`src/rtl/uart_tx_buffered.sv`:
```
// rtl/uart_tx_buffered.sv - byte FIFO feeding an 8N1 UART serializer
module uart_tx_buffered #(
   parameter int CLOCK_FREQ = 50_000_000,
   parameter int BAUD_RATE  = 115_200,
   parameter int FIFO_DEPTH = 8
) (
   input  logic                          clk,
   input  logic                          rst,
   input  logic [7:0]                    data_in,
   input  logic                          data_in_valid,
   output logic                          data_in_ready,
   output logic                          serial_out,
   output logic [$clog2(FIFO_DEPTH):0]   fifo_count,
   output logic                          tx_busy
);

   localparam int SYMBOL_TIME = CLOCK_FREQ / BAUD_RATE;
   localparam int CW = (SYMBOL_TIME > 1) ? $clog2(SYMBOL_TIME) : 1;
   localparam int AW = $clog2(FIFO_DEPTH);
   localparam logic [CW-1:0] BAUD_LAST = CW'(SYMBOL_TIME - 1);
   localparam logic [AW:0]   DEPTH     = (AW + 1)'(FIFO_DEPTH);

   typedef enum logic [1:0] {IDLE, START, DATA, STOP} state_t;

   state_t        state;
   state_t        next_state;
   logic [7:0]    mem [FIFO_DEPTH];
   logic [AW-1:0] wr_ptr;
   logic [AW-1:0] rd_ptr;
   logic [AW:0]   count;
   logic [CW-1:0] baud_cnt;
   logic [2:0]    bit_idx;
   logic [2:0]    bit_next;
   logic [7:0]    shreg;
   logic          baud_done;
   logic          has_data;
   logic          push;
   logic          pop;
   logic          line_next;

   assign has_data      = count != '0;
   assign data_in_ready = count < DEPTH;
   assign push          = data_in_valid && data_in_ready;
   assign baud_done     = baud_cnt == BAUD_LAST;
   // Pop from IDLE or at the last STOP cycle so queued frames run back to back.
   assign pop           = has_data && ((state == IDLE) || (state == STOP && baud_done));
   assign fifo_count    = count;

   always_ff @(posedge clk) begin
      if (push) begin
         mem[wr_ptr] <= data_in;
      end
   end

   always_ff @(posedge clk or negedge rst) begin
      if (!rst) begin
         wr_ptr <= '0;
         rd_ptr <= '0;
         count  <= '0;
      end else begin
         if (push) begin
            wr_ptr <= wr_ptr + 1'b1;
         end
         if (pop) begin
            rd_ptr <= rd_ptr + 1'b1;
         end
         case ({push, pop})
            2'b10:   count <= count + 1'b1;
            2'b01:   count <= count - 1'b1;
            default: count <= count;
         endcase
      end
   end

   always_ff @(posedge clk or negedge rst) begin
      if (!rst) begin
         state <= IDLE;
      end else begin
         state <= next_state;
      end
   end

   always_comb begin
      next_state = state;
      case (state)
         IDLE:  if (has_data) next_state = START;
         START: if (baud_done) next_state = DATA;
         DATA:  if (baud_done && bit_idx == 3'd7) next_state = STOP;
         STOP:  if (baud_done) next_state = has_data ? START : IDLE;
      endcase
   end

   always_comb begin
      tx_busy   = state != IDLE;
      bit_next  = (state == DATA && baud_done) ? bit_idx + 3'd1 : bit_idx;
      line_next = 1'b1;
      case (next_state)
         IDLE:  line_next = 1'b1;
         START: line_next = 1'b0;
         DATA:  line_next = shreg[bit_next];
         STOP:  line_next = 1'b1;
      endcase
   end

   // serial_out is registered from the next-state view so the line changes on the transition edge.
   always_ff @(posedge clk or negedge rst) begin
      if (!rst) begin
         baud_cnt   <= '0;
         bit_idx    <= '0;
         shreg      <= '0;
         serial_out <= 1'b1;
      end else begin
         if (next_state != state || baud_done) begin
            baud_cnt <= '0;
         end else if (state != IDLE) begin
            baud_cnt <= baud_cnt + 1'b1;
         end
         if (state == DATA && baud_done) begin
            bit_idx <= bit_idx + 3'd1;
         end
         if (pop) begin
            shreg <= mem[rd_ptr];
         end
         serial_out <= line_next;
      end
   end

endmodule

```
`config.mk`:
```
export PLATFORM = sky130hd
export DESIGN_NAME = uart_tx_buffered
export DESIGN_NICKNAME = d
export VERILOG_FILES = /design/src/rtl/uart_tx_buffered.sv
export SDC_FILE = /design/constraint.sdc
export NUM_CORES = 1
export LEC_CHECK = 0
export BUFFER_PORTS_ARGS = -buffer_cell sky130_fd_sc_hd__buf_2
export CAP_MARGIN = 20
export CORE_MARGIN = 2
export CORE_UTILIZATION = 40
export CTS_BUF_LIST = sky130_fd_sc_hd__clkbuf_4
export DETAILED_ROUTE_END_ITERATION = 12
export PLACE_DENSITY = 0.64
export SLEW_MARGIN = 10
export SYNTH_ARGS = -nofsm -noshare
export SYNTH_HDL_FRONTEND = slang
export SYNTH_SLANG_ARGS = --single-unit
```
`constraint.sdc`:
```
create_clock -name clk -period 3.7 [get_ports clk]
set_input_delay 0.37 -clock clk [delete_from_list [all_inputs] [get_ports clk]]
set_output_delay 0.37 -clock clk [all_outputs]
set_load 0.02 [all_outputs]
```
==> impl_metrics.py, run 1 <==
metrics = {
    "layout": {
        "drive_gt1_frac": 0.242,
        "antennaDiodeCount": 0,
        "design_area_um2": 4650,
        "final_nets": 314,
        "finalNonFillerCells": 433,
        "area_growth_pct": 8.91,
    },
    "floorplanning": {
        "rows": 37,
        "die_width_um": 107,
        "start_util": 0.414,
        "die_area_um2": 11500,
        "core-area_um2": 10300,
        "io_pins": 18,
        "die_y_um": 107,
    },
    "run_status": {
        "status": "complete, no violations",
    },
    "global_routing": {
        "grt_overflow_total": 0,
        "grt_pass1_wl_mm": 11.4,
        "first_global_vias": 2140,
        "antenna_found_initial": 0,
        "grt_max_degree": 34,
        "grt_use_total": 0.134,
    },
    "synth": {
        "synthesis.nets": 290,
        "synth-seq-cells": 97,
        "synth_flop_cell": "edfxtp_1",
        "synthTopCellsByCount": "edfxtp_1 (64), dfrtp_1 (32), nor2_1 (29), mux4_2 (18), a21oi_1 (12)",
        "async_flop_share": 0.340,
        "netlist_top_cells_area": "edfxtp_1 (45%), dfrtp_1 (19%), mux4_2 (9.5%), ha_1 (3.2%), mux2i_1 (2.6%)",
        "synth.largest_area_cell": "edfxtp_1",
        "synth_edf_count": 64,
        "yosysMostFrequentCell": "edfxtp_1",
        "ys_types": 48,
        "synth_warnings": 0,
        "syn_area_per_cell_um2": 15.9,
        "seq_area_frac_synth": 0.644,
        "synth_top_area_share": 0.450,
        "syn_inst": 268,
        "syn_area_um2": 4270,
    },
    "critical_path": {
        "path_delay_family": "adder cells",
        "critical_path_buf_inv_count": 2,
        "slowest_stage": "dfrtp_1",
        "arrival_ns": 3.03,
        "critical-path-max-stage-delay_ns": 0.45,
        "worstPathCellList": "inv_1, ha_1, and4b_4, nand4_1, a21oi_2, buf_4, ha_1, xor2_1, ha_1, a21oi_1, xor2_1, nor2_1, xor2_1",
        "cp_data_required_time_ns": 4.03,
        "end_kind": "flip-flop",
        "start_kind": "flip-flop",
        "critPathKind": "flip-flop to flip-flop",
        "crit_fanout": 21,
    },
    "placement": {
        "io_buffer_count": 17,
        "dp_slack_ns": 1.07,
        "dpl.hpwl_mm": 4.50,
        "place_area_um2": 4490,
        "gp_congestion": 0.792,
        "dp.cells": 415,
    },
    "sta": {
        "fin_setup_tns_ns": 0,
        "slew_headroom": 0.366,
        "grt_setup_unrepaired": "false",
        "drv_slew": 0,
        "max_freq_mhz": 371,
        "clock_skew_ns": 0.0163,
        "fin_ws_ns": 1.00,
        "hold_viol": 0,
        "worstMarginPinSlew_ns": 0.948,
        "fin_crit_sh": 0.729,
        "setup_viol": 0,
        "timing.final.crit_period_ns": 2.70,
    },
    "detailed_routing": {
        "drt_pass1_iterations": 4,
        "drt_iter0_drc": 93,
        "drc": 0,
        "vias": 2200,
        "ant_nets": 0,
        "via_per_inst": 5.08,
        "postRouteWirelength_mm": 7.02,
        "routedWlPerCell_um": 16.2,
    },
    "pwr": {
        "total_power_w": 0.00222,
        "leakage_nw": 1.69,
        "vdd_drop_max_uv": 318,
        "power_density_nw_per_um2": 478,
    },
    "clock_tree": {
        "cts_tree": "done",
        "htree_levels": 3,
        "clkSinkCount": 97,
        "clk_pin_slew_worst_paths_ns": 0.16,
        "clk_path_buf_depth": 2,
        "cts-root-buf": "clkbuf_4",
        "numCtsBuffers": 9,
        "insertion_delay_ns": 0.44,
    },
    "job": {
        "maxCapViolations": 0,
    },
    "min_path": {
        "hold_class": "input pin to flip-flop",
    },
}
[kinds of logic (layout without fill, tap and decap cells)]
| logic type | after synthesis | in the layout | share of synthesized area |
|---|---|---|---|
| muxes | 34 | 34 | 0.134 |
| buffers and inverters | 18 | 47 | 0.0237 |
| AOI/OAI and AO/OA | 26 | 26 | 0.0454 |
| DFF | 97 | 97 | 0.644 |
| and+or+nand+nor | 65 | 65 | 0.0841 |
| xor gates and xnor gates | 17 | 17 | 0.0366 |
| adders and majority gates | 11 | 11 | 0.0322 |
[sequential cells by signal, indices dropped and copies added (netlist names)]
name	count
rd_ptr	3
fifo_count	4
baud_cnt	9
serial_out	1
wr_ptr	3
state	2
bit_idx	3
mem	64
shreg	8
[path summary, 6_finish.rpt]
check | start | end | slack [ns] | cells after the start
max | baud_cnt[1]$_DFFE_PN0P_ | fifo_count[2]$_DFFE_PN0P_ | 1.00 | 13
min | data_in[5] | mem[4][5]$_DFFE_PP_ | 0.18 | 1
max reg2reg | baud_cnt[1]$_DFFE_PN0P_ | fifo_count[2]$_DFFE_PN0P_ | 1.00 | 13
min reg2reg | wr_ptr[0]$_DFFE_PN0P_ | wr_ptr[0]$_DFFE_PN0P_ | 0.54 | 1
max in group asynchronous | rst | shreg[3]$_DFFE_PN0P_ | 2.72 | 2
min in group asynchronous | rst | baud_cnt[5]$_DFFE_PN0P_ | 0.50 | 2
[layout make-up]
type | instances | area, µm²
clock buffer | 10 | 75.1
clock inverter | 6 | 50.0
fill | 895 | 5670
inverter | 7 | 26.3
multi-input combinational | 153 | 1420
sequential | 97 | 2750
tap | 136 | 170
timing repair buffer | 24 | 160
[layer usage]
metal  GRT usage  vias up  part of all wire
li1            -     1058                 -
met2       0.218       29              0.48
met4      0.0427        0             0.014
met3      0.0363        8             0.026
met1       0.174     1105              0.48
met5           0        -                 0
[layout by cell type (no fill, tap or decap), drive strengths merged, types with 4 or more instances in the layout]
cell	count
xnor2	8
a21oi	13
mux2	5
edfxtp	64
inv	11
xor2	9
nand2	10
nor2	29
nand4	5
buf	23
mux4	18
dfrtp	32
nand2b	4
ha	11
clkbuf	10
mux2i	11
nor3	5
[through the flow]
step,hold WS (ns),util
2_1_floorplan,0.0744,-
3_3_place_gp,0.478,0.435
3_5_place_dp,0.487,0.435
4_1_cts,0.159,0.448
5_1_grt,0.157,0.450
6_report,0.183,0.450
[report_power, final]
group          leakage, nW  switching, W  internal, W
clock               0.0713      0.000369     0.000158
combinational        0.639      0.000189     0.000138
sequential           0.981     0.0000920      0.00128
[timing repair]
item                                   CTS  global route
hold buffers                             1             0
setup endpoints to repair                0             0
endpoints found under the hold margin   32             0
gates resized for setup                  0             0
buffers inserted                         0             0
(Power assumes the default switching activity.)
==> run 2, diff against run 1 <==
--- a/config.mk
+++ b/config.mk
@@ -5,6 +5,7 @@
 export SDC_FILE = /design/constraint.sdc
 export NUM_CORES = 1
 export LEC_CHECK = 0
+export ABC_AREA = 1
 export BUFFER_PORTS_ARGS = -buffer_cell sky130_fd_sc_hd__buf_2
 export CAP_MARGIN = 20
 export CORE_MARGIN = 2
==> constraint.sdc (replaced) <==
create_clock -name clk -period 2.67 [get_ports clk]
set_input_delay 0.267 -clock clk [delete_from_list [all_inputs] [get_ports clk]]
set_output_delay 0.267 -clock clk [all_outputs]
set_load 0.02 [all_outputs]
==> run 2 against run 1 <==
First-iteration DRC count grew 84%. Clock skew grew 0.0023 ns. Setup slack lost 0.79 ns. Critical path depth grew 2. Wire length grew 20%. Synthesized cell count grew 44%. Power grew 40%. Non-clock buffer count grew 5. Sequential cell count is the same. Register-to-register slack lost 0.79 ns. Sequential power grew 34%. Die area shrank 0.51%. Critical endpoint is now fifo_count[3]$_DFFE_PN0P_.
==> impl_metrics.py, run 2 <==
metrics = {
    "detailed_routing": {
        "drt_pass1_iterations": 4,
        "ant_nets": 0,
        "routedWlPerCell_um": 15.1,
        "drt_iter0_drc": 171,
        "postRouteWirelength_mm": 8.42,
        "drc": 0,
        "vias": 2809,
        "via_per_inst": 5.05,
    },
    "synth": {
        "synth-seq-cells": 97,
        "seq_area_frac_synth": 0.647,
        "ys_types": 32,
        "synth_warnings": 0,
        "syn_inst": 386,
        "netlist_top_cells_area": "edfxtp_1 (45%), dfrtp_1 (19%), nor2_1 (7.1%), nand2_1 (4.8%), o32ai_1 (3.3%)",
        "synth_top_area_share": 0.453,
        "synthesis.nets": 408,
        "syn_area_um2": 4250,
        "synth_edf_count": 64,
        "async_flop_share": 0.340,
        "synthTopCellsByCount": "nor2_1 (80), edfxtp_1 (64), nand2_1 (54), dfrtp_1 (32), inv_1 (25)",
        "synth.largest_area_cell": "edfxtp_1",
        "syn_area_per_cell_um2": 11.0,
        "yosysMostFrequentCell": "nor2_1",
        "synth_flop_cell": "edfxtp_1",
    },
    "placement": {
        "io_buffer_count": 17,
        "dp.cells": 539,
        "dpl.hpwl_mm": 5.23,
        "gp_congestion": 0.795,
        "place_area_um2": 4550,
    },
    "sta": {
        "hold_viol": 0,
        "drv_slew": 0,
        "grt_setup_unrepaired": "false",
        "timing.final.crit_period_ns": 2.45,
        "fin_setup_tns_ns": 0,
        "worstMarginPinSlew_ns": 1.12,
        "slew_headroom": 0.256,
        "clock_skew_ns": 0.0186,
        "setup_viol": 0,
        "fin_crit_sh": 0.919,
        "max_freq_mhz": 408,
    },
    "floorplanning": {
        "start_util": 0.411,
        "rows": 37,
        "die_width_um": 107,
        "core-area_um2": 10300,
        "die_y_um": 107,
        "io_pins": 18,
        "die_area_um2": 11500,
    },
    "clock_tree": {
        "clk_pin_slew_worst_paths_ns": 0.18,
        "cts-root-buf": "clkbuf_4",
        "insertion_delay_ns": 0.46,
        "clk_path_buf_depth": 2,
        "clkSinkCount": 97,
        "cts_tree": "done",
        "numCtsBuffers": 9,
        "htree_levels": 3,
    },
    "layout": {
        "regMostFlops": "mem",
        "largest_registers": "mem: 64 flops, baud_cnt: 9 flops, shreg: 8 flops",
        "largest_reg_flops": 64,
        "final_core_util": 0.458,
        "most-common-layout-cells": "nor2_1 (80), edfxtp_1 (64), nand2_1 (54)",
        "multi_input_area_um2": 1360,
        "design_area_um2": 4730,
        "regArea_um2": 2750,
        "fill_cells": 958,
        "antennaDiodeCount": 0,
        "finalNonFillerCells": 556,
        "area_growth_pct": 11.4,
        "drive_gt1_frac": 0.160,
        "final_common_cell": "nor2_1",
        "final_nets": 437,
    },
    "global_routing": {
        "busiest_layer": "met2",
        "grt_util_met2": 0.266,
        "grt_overflow_total": 0,
        "grt_pass1_wl_mm": 13.8,
        "use_met3": 0.0298,
        "use_met1": 0.206,
        "grt_use_total": 0.157,
        "grt_max_degree": 35,
        "antenna_found_initial": 0,
        "first_global_vias": 2620,
    },
    "pwr": {
        "vdd_drop_max_uv": 400,
        "power_density_nw_per_um2": 657,
        "leakage_nw": 1.84,
    },
    "critical_path": {
        "cp_data_required_time_ns": 3.07,
        "path_delay_family": "simple AND/OR/NAND/NOR gates",
        "arrival_ns": 2.85,
        "start_kind": "flip-flop",
        "crit_fanout": 5,
        "critical_path_buf_inv_count": 2,
        "worstPathCellList": "inv_1, ha_1, nand2_1, nor2_4, nand2_2, o21ai_1, nand2_1, inv_2, ha_2, xor2_2, nand3_1, o21ai_0, a21oi_1, o21ai_0, xor2_1",
        "critPathKind": "flip-flop to flip-flop",
        "r2r_slack_ns": 0.22,
        "critical-path-max-stage-delay_ns": 0.44,
        "slowest_stage": "dfrtp_1",
        "end_kind": "flip-flop",
    },
    "min_path": {
        "hold_class": "input pin to flip-flop",
    },
    "run_status": {
        "status": "complete, no violations",
    },
    "job": {
        "maxCapViolations": 0,
    },
}
## run 2: worst register-to-register path, cell delays in order (launching register included)
cell	delay, ns
dfrtp_1	0.44
inv_1	0.06
ha_1	0.13
nand2_1	0.08
nor2_4	0.14
nand2_2	0.12
o21ai_1	0.17
nand2_1	0.14
inv_2	0.10
ha_2	0.25
xor2_2	0.20
nand3_1	0.11
o21ai_0	0.11
a21oi_1	0.09
o21ai_0	0.11
xor2_1	0.17
## run 2: worst paths after layout
check                      cells after the start                    start                        end
hold / removal                                 1               data_in[1]        mem[0][1]$_DFFE_PP_
hold reg to reg                                2     shreg[0]$_DFFE_PN0P_       shreg[0]$_DFFE_PN0P_
max in group asynchronous                      2                      rst       bit_idx[2]$_DFF_PN0_
setup reg to reg                              15  baud_cnt[1]$_DFFE_PN0P_  fifo_count[3]$_DFFE_PN0P_
min in group asynchronous                      2                      rst    baud_cnt[5]$_DFFE_PN0P_
setup / recovery                              15  baud_cnt[1]$_DFFE_PN0P_  fifo_count[3]$_DFFE_PN0P_
## run 2: power breakdown
| part | internal (W) | total [W] | switching [W] | leakage [nW] |
|---|---|---|---|---|
| Sequential | 0.00175 | 0.00184 | 0.0000840 | 0.983 |
| Clock | 0.000229 | 0.000803 | 0.000574 | 0.0805 |
| Combinational | 0.000157 | 0.000468 | 0.000311 | 0.779 |
## run 2: per-stage QoR
stage / power (W) / hold WS [ns] / setup slack [ns]
floorplan: 0.00213 / -0.0286 / 0.228
global placement: 0.00230 / 0.380 / 0.281
detailed placement: 0.00232 / 0.381 / 0.173
CTS: 0.00312 / 0.0370 / 0.179
global route: 0.00325 / 0.0341 / 0.0310
finish: 0.00311 / 0.0552 / 0.217
## run 2: layout make-up
class                      count  share of cell area
clock inverter                 7              0.0172
multi-input combinational    248               0.287
timing repair buffer          29              0.0402
inverter                      30              0.0241
sequential                    97               0.581
tap                          136              0.0360
clock buffer                   9              0.0143
## run 2: metal layers
layer / wire (µm) / part of all wire
met5: 0 / 0
met4: 118 / 0.014
met3: 216 / 0.026
met2: 4150 / 0.49
met1: 3930 / 0.47
## run 2: what timing repair did
item	in CTS	in global routing
setup buffers	0	0
hold buffers	1	0
resized for setup	0	4
endpoints found under the hold margin	32	0
setup endpoints to repair	0	2
## run 2: cells by family after synthesis
kind of cell / share of synthesized area
compound gates: 0.0869
xor+xnor: 0.0289
fa+ha+maj: 0.0324
buf+inv: 0.0383
flops: 0.647
simple gates: 0.166
==> run 3, diff against run 2 <==
--- a/config.mk
+++ b/config.mk
@@ -12,6 +12,7 @@
 export CORE_UTILIZATION = 40
 export CTS_BUF_LIST = sky130_fd_sc_hd__clkbuf_4
 export DETAILED_ROUTE_END_ITERATION = 12
+export MAX_ROUTING_LAYER = met4
 export PLACE_DENSITY = 0.64
 export SLEW_MARGIN = 10
 export SYNTH_ARGS = -nofsm -noshare
==> run 3 against run 2 <==
Power is 0.19% lower. Register-to-register slack about the same. Clock skew rose by 0.00080 ns. Utilization is the same. Non-clock buffer count did not move. Setup slack worse by 0.00088 ns. Sequential power is essentially flat. Clock-buffer cell count is the same. First-iteration DRC count increased by 15%. Worst hold slack better by 0.0051 ns. Largest power group unchanged.
==> impl_metrics.py, run 3 (synthesized netlist as in run 2, its figures left out) <==
metrics = {
    "run_status": {
        "status": "complete, no violations",
    },
    "placement": {
        "gp_congestion": 0.806,
        "io_buffer_count": 17,
        "dp_slack_ns": 0.173,
        "dpl.hpwl_mm": 5.23,
    },
    "floorplanning": {
        "core-area_um2": 10300,
        "rows": 37,
        "die_y_um": 107,
        "die_area_um2": 11500,
        "start_util": 0.411,
        "io_pins": 18,
        "die_width_um": 107,
    },
    "clock_tree": {
        "clk_pin_slew_worst_paths_ns": 0.18,
        "clk_path_buf_depth": 2,
        "clkSinkCount": 97,
        "numCtsBuffers": 9,
        "cts-root-buf": "clkbuf_4",
        "cts_tree": "done",
        "post_cts.repair.setup_buffers": 0,
        "htree_levels": 3,
        "insertion_delay_ns": 0.46,
    },
    "sta": {
        "fin_ws_ns": 0.216,
        "slew_headroom": 0.287,
        "worstMarginPinSlew_ns": 1.07,
        "fin_crit_sh": 0.919,
        "timing.final.crit_period_ns": 2.45,
        "grt_setup_unrepaired": "false",
        "fin_setup_tns_ns": 0,
        "hold_viol": 0,
        "max_freq_mhz": 408,
        "clock_skew_ns": 0.0194,
        "setup_viol": 0,
        "drv_slew": 0,
    },
    "layout": {
        "fill_cells": 958,
        "drive_gt1_frac": 0.160,
        "final_common_cell": "nor2_1",
        "largest_registers": "mem: 64 flops, baud_cnt: 9 flops, shreg: 8 flops",
        "most-common-layout-cells": "nor2_1 (80), edfxtp_1 (64), nand2_1 (54)",
        "largest_reg_flops": 64,
        "regMostFlops": "mem",
        "final_nets": 437,
        "area_growth_pct": 11.4,
        "antennaDiodeCount": 0,
    },
    "pwr": {
        "vdd_drop_max_uv": 402,
        "power_density_nw_per_um2": 656,
        "leakage_nw": 1.84,
    },
    "critical_path": {
        "crit_fanout": 5,
        "slowest_stage": "dfrtp_1",
        "reg2regPathDepth": 15,
        "start_kind": "flip-flop",
        "critical_path_buf_inv_count": 2,
        "cp_num_cells": 15,
        "end_kind": "flip-flop",
        "path_delay_family": "simple AND/OR/NAND/NOR gates",
        "worstPathCellList": "inv_1, ha_1, nand2_1, nor2_4, nand2_2, o21ai_1, nand2_1, inv_2, ha_2, xor2_2, nand3_1, o21ai_0, a21oi_1, o21ai_0, xor2_1",
        "cp_data_required_time_ns": 3.06,
        "critPathKind": "flip-flop to flip-flop",
        "critical-path-max-stage-delay_ns": 0.44,
        "arrival_ns": 2.84,
    },
    "job": {
        "maxCapViolations": 0,
    },
    "global_routing": {
        "grt_use_total": 0.162,
        "first_global_vias": 2625,
        "grt_max_degree": 35,
        "grt_overflow_total": 0,
        "grt_pass1_wl_mm": 13.8,
        "antenna_found_initial": 0,
    },
    "detailed_routing": {
        "drt_pass1_iterations": 4,
        "drt_iter0_drc": 196,
        "ant_nets": 0,
        "vias": 2799,
        "via_per_inst": 5.03,
        "postRouteWirelength_mm": 8.37,
        "drc": 0,
        "routedWlPerCell_um": 15.0,
    },
    "min_path": {
        "holdPathStages": 1,
        "hold_class": "input pin to flip-flop",
    },
}
==> run 3: cell counts in the layout (fill, tap and decap cells not counted) <==
No cell type changed its count.
==> run 3: final cells by class <==
cell class,instances,area (µm²),area share
flip-flops and latches,97,2750,0.581
multi-input cells,248,1360,0.287
repair buffers,29,190,0.0402
well taps,136,170,0.0360
inverters,30,114,0.0241
clock inverters,7,81.3,0.0172
clock buffers,9,67.6,0.0143
==> run 3: per-layer routing <==
layer  wire, µm  vias up  GRT usage
li1           -     1382          -
met1       3910     1372      0.205
met2       4210       38      0.266
met3        182        7     0.0298
met4         73        0     0.0473
met5          0        -          -
==> run 3: where the power goes <==
part           internal, W  switching (W)
registers          0.00175      0.0000841
logic             0.000157       0.000310
clock network     0.000229       0.000569
==> run 3: final timing paths <==
check                                        start                         to  slack, ns
max in group asynchronous                      rst       shreg[2]$_DFFE_PN0P_       1.79
setup / recovery           baud_cnt[1]$_DFFE_PN0P_  fifo_count[3]$_DFFE_PN0P_       0.22
hold reg to reg               shreg[0]$_DFFE_PN0P_       shreg[0]$_DFFE_PN0P_       0.56
min in group asynchronous                      rst    baud_cnt[5]$_DFFE_PN0P_       0.39
hold / removal                          data_in[1]        mem[0][1]$_DFFE_PP_       0.06
setup reg to reg           baud_cnt[1]$_DFFE_PN0P_  fifo_count[3]$_DFFE_PN0P_       0.22
==> run 3: what timing repair did <==
action                                 in CTS  in global routing
resized for setup                           0                  4
setup endpoints to repair                   0                  2
hold buffers                                1                  0
endpoints found under the hold margin      32                  0
==> run 3: metrics by stage <==
stage / hold slack, ns / area, µm² / cells / util / total power [W]
after floorplan: -0.0286 / 4250 / 386 / - / 0.00213
after global routing: 0.0370 / 4730 / 556 / 0.458 / 0.00325
final: 0.0603 / 4730 / 556 / 0.458 / 0.00310
after detailed placement: 0.381 / 4550 / 539 / 0.441 / 0.00232
after global placement: 0.380 / 4550 / 539 / 0.441 / 0.00230
after CTS: 0.0370 / 4710 / 556 / 0.456 / 0.00312
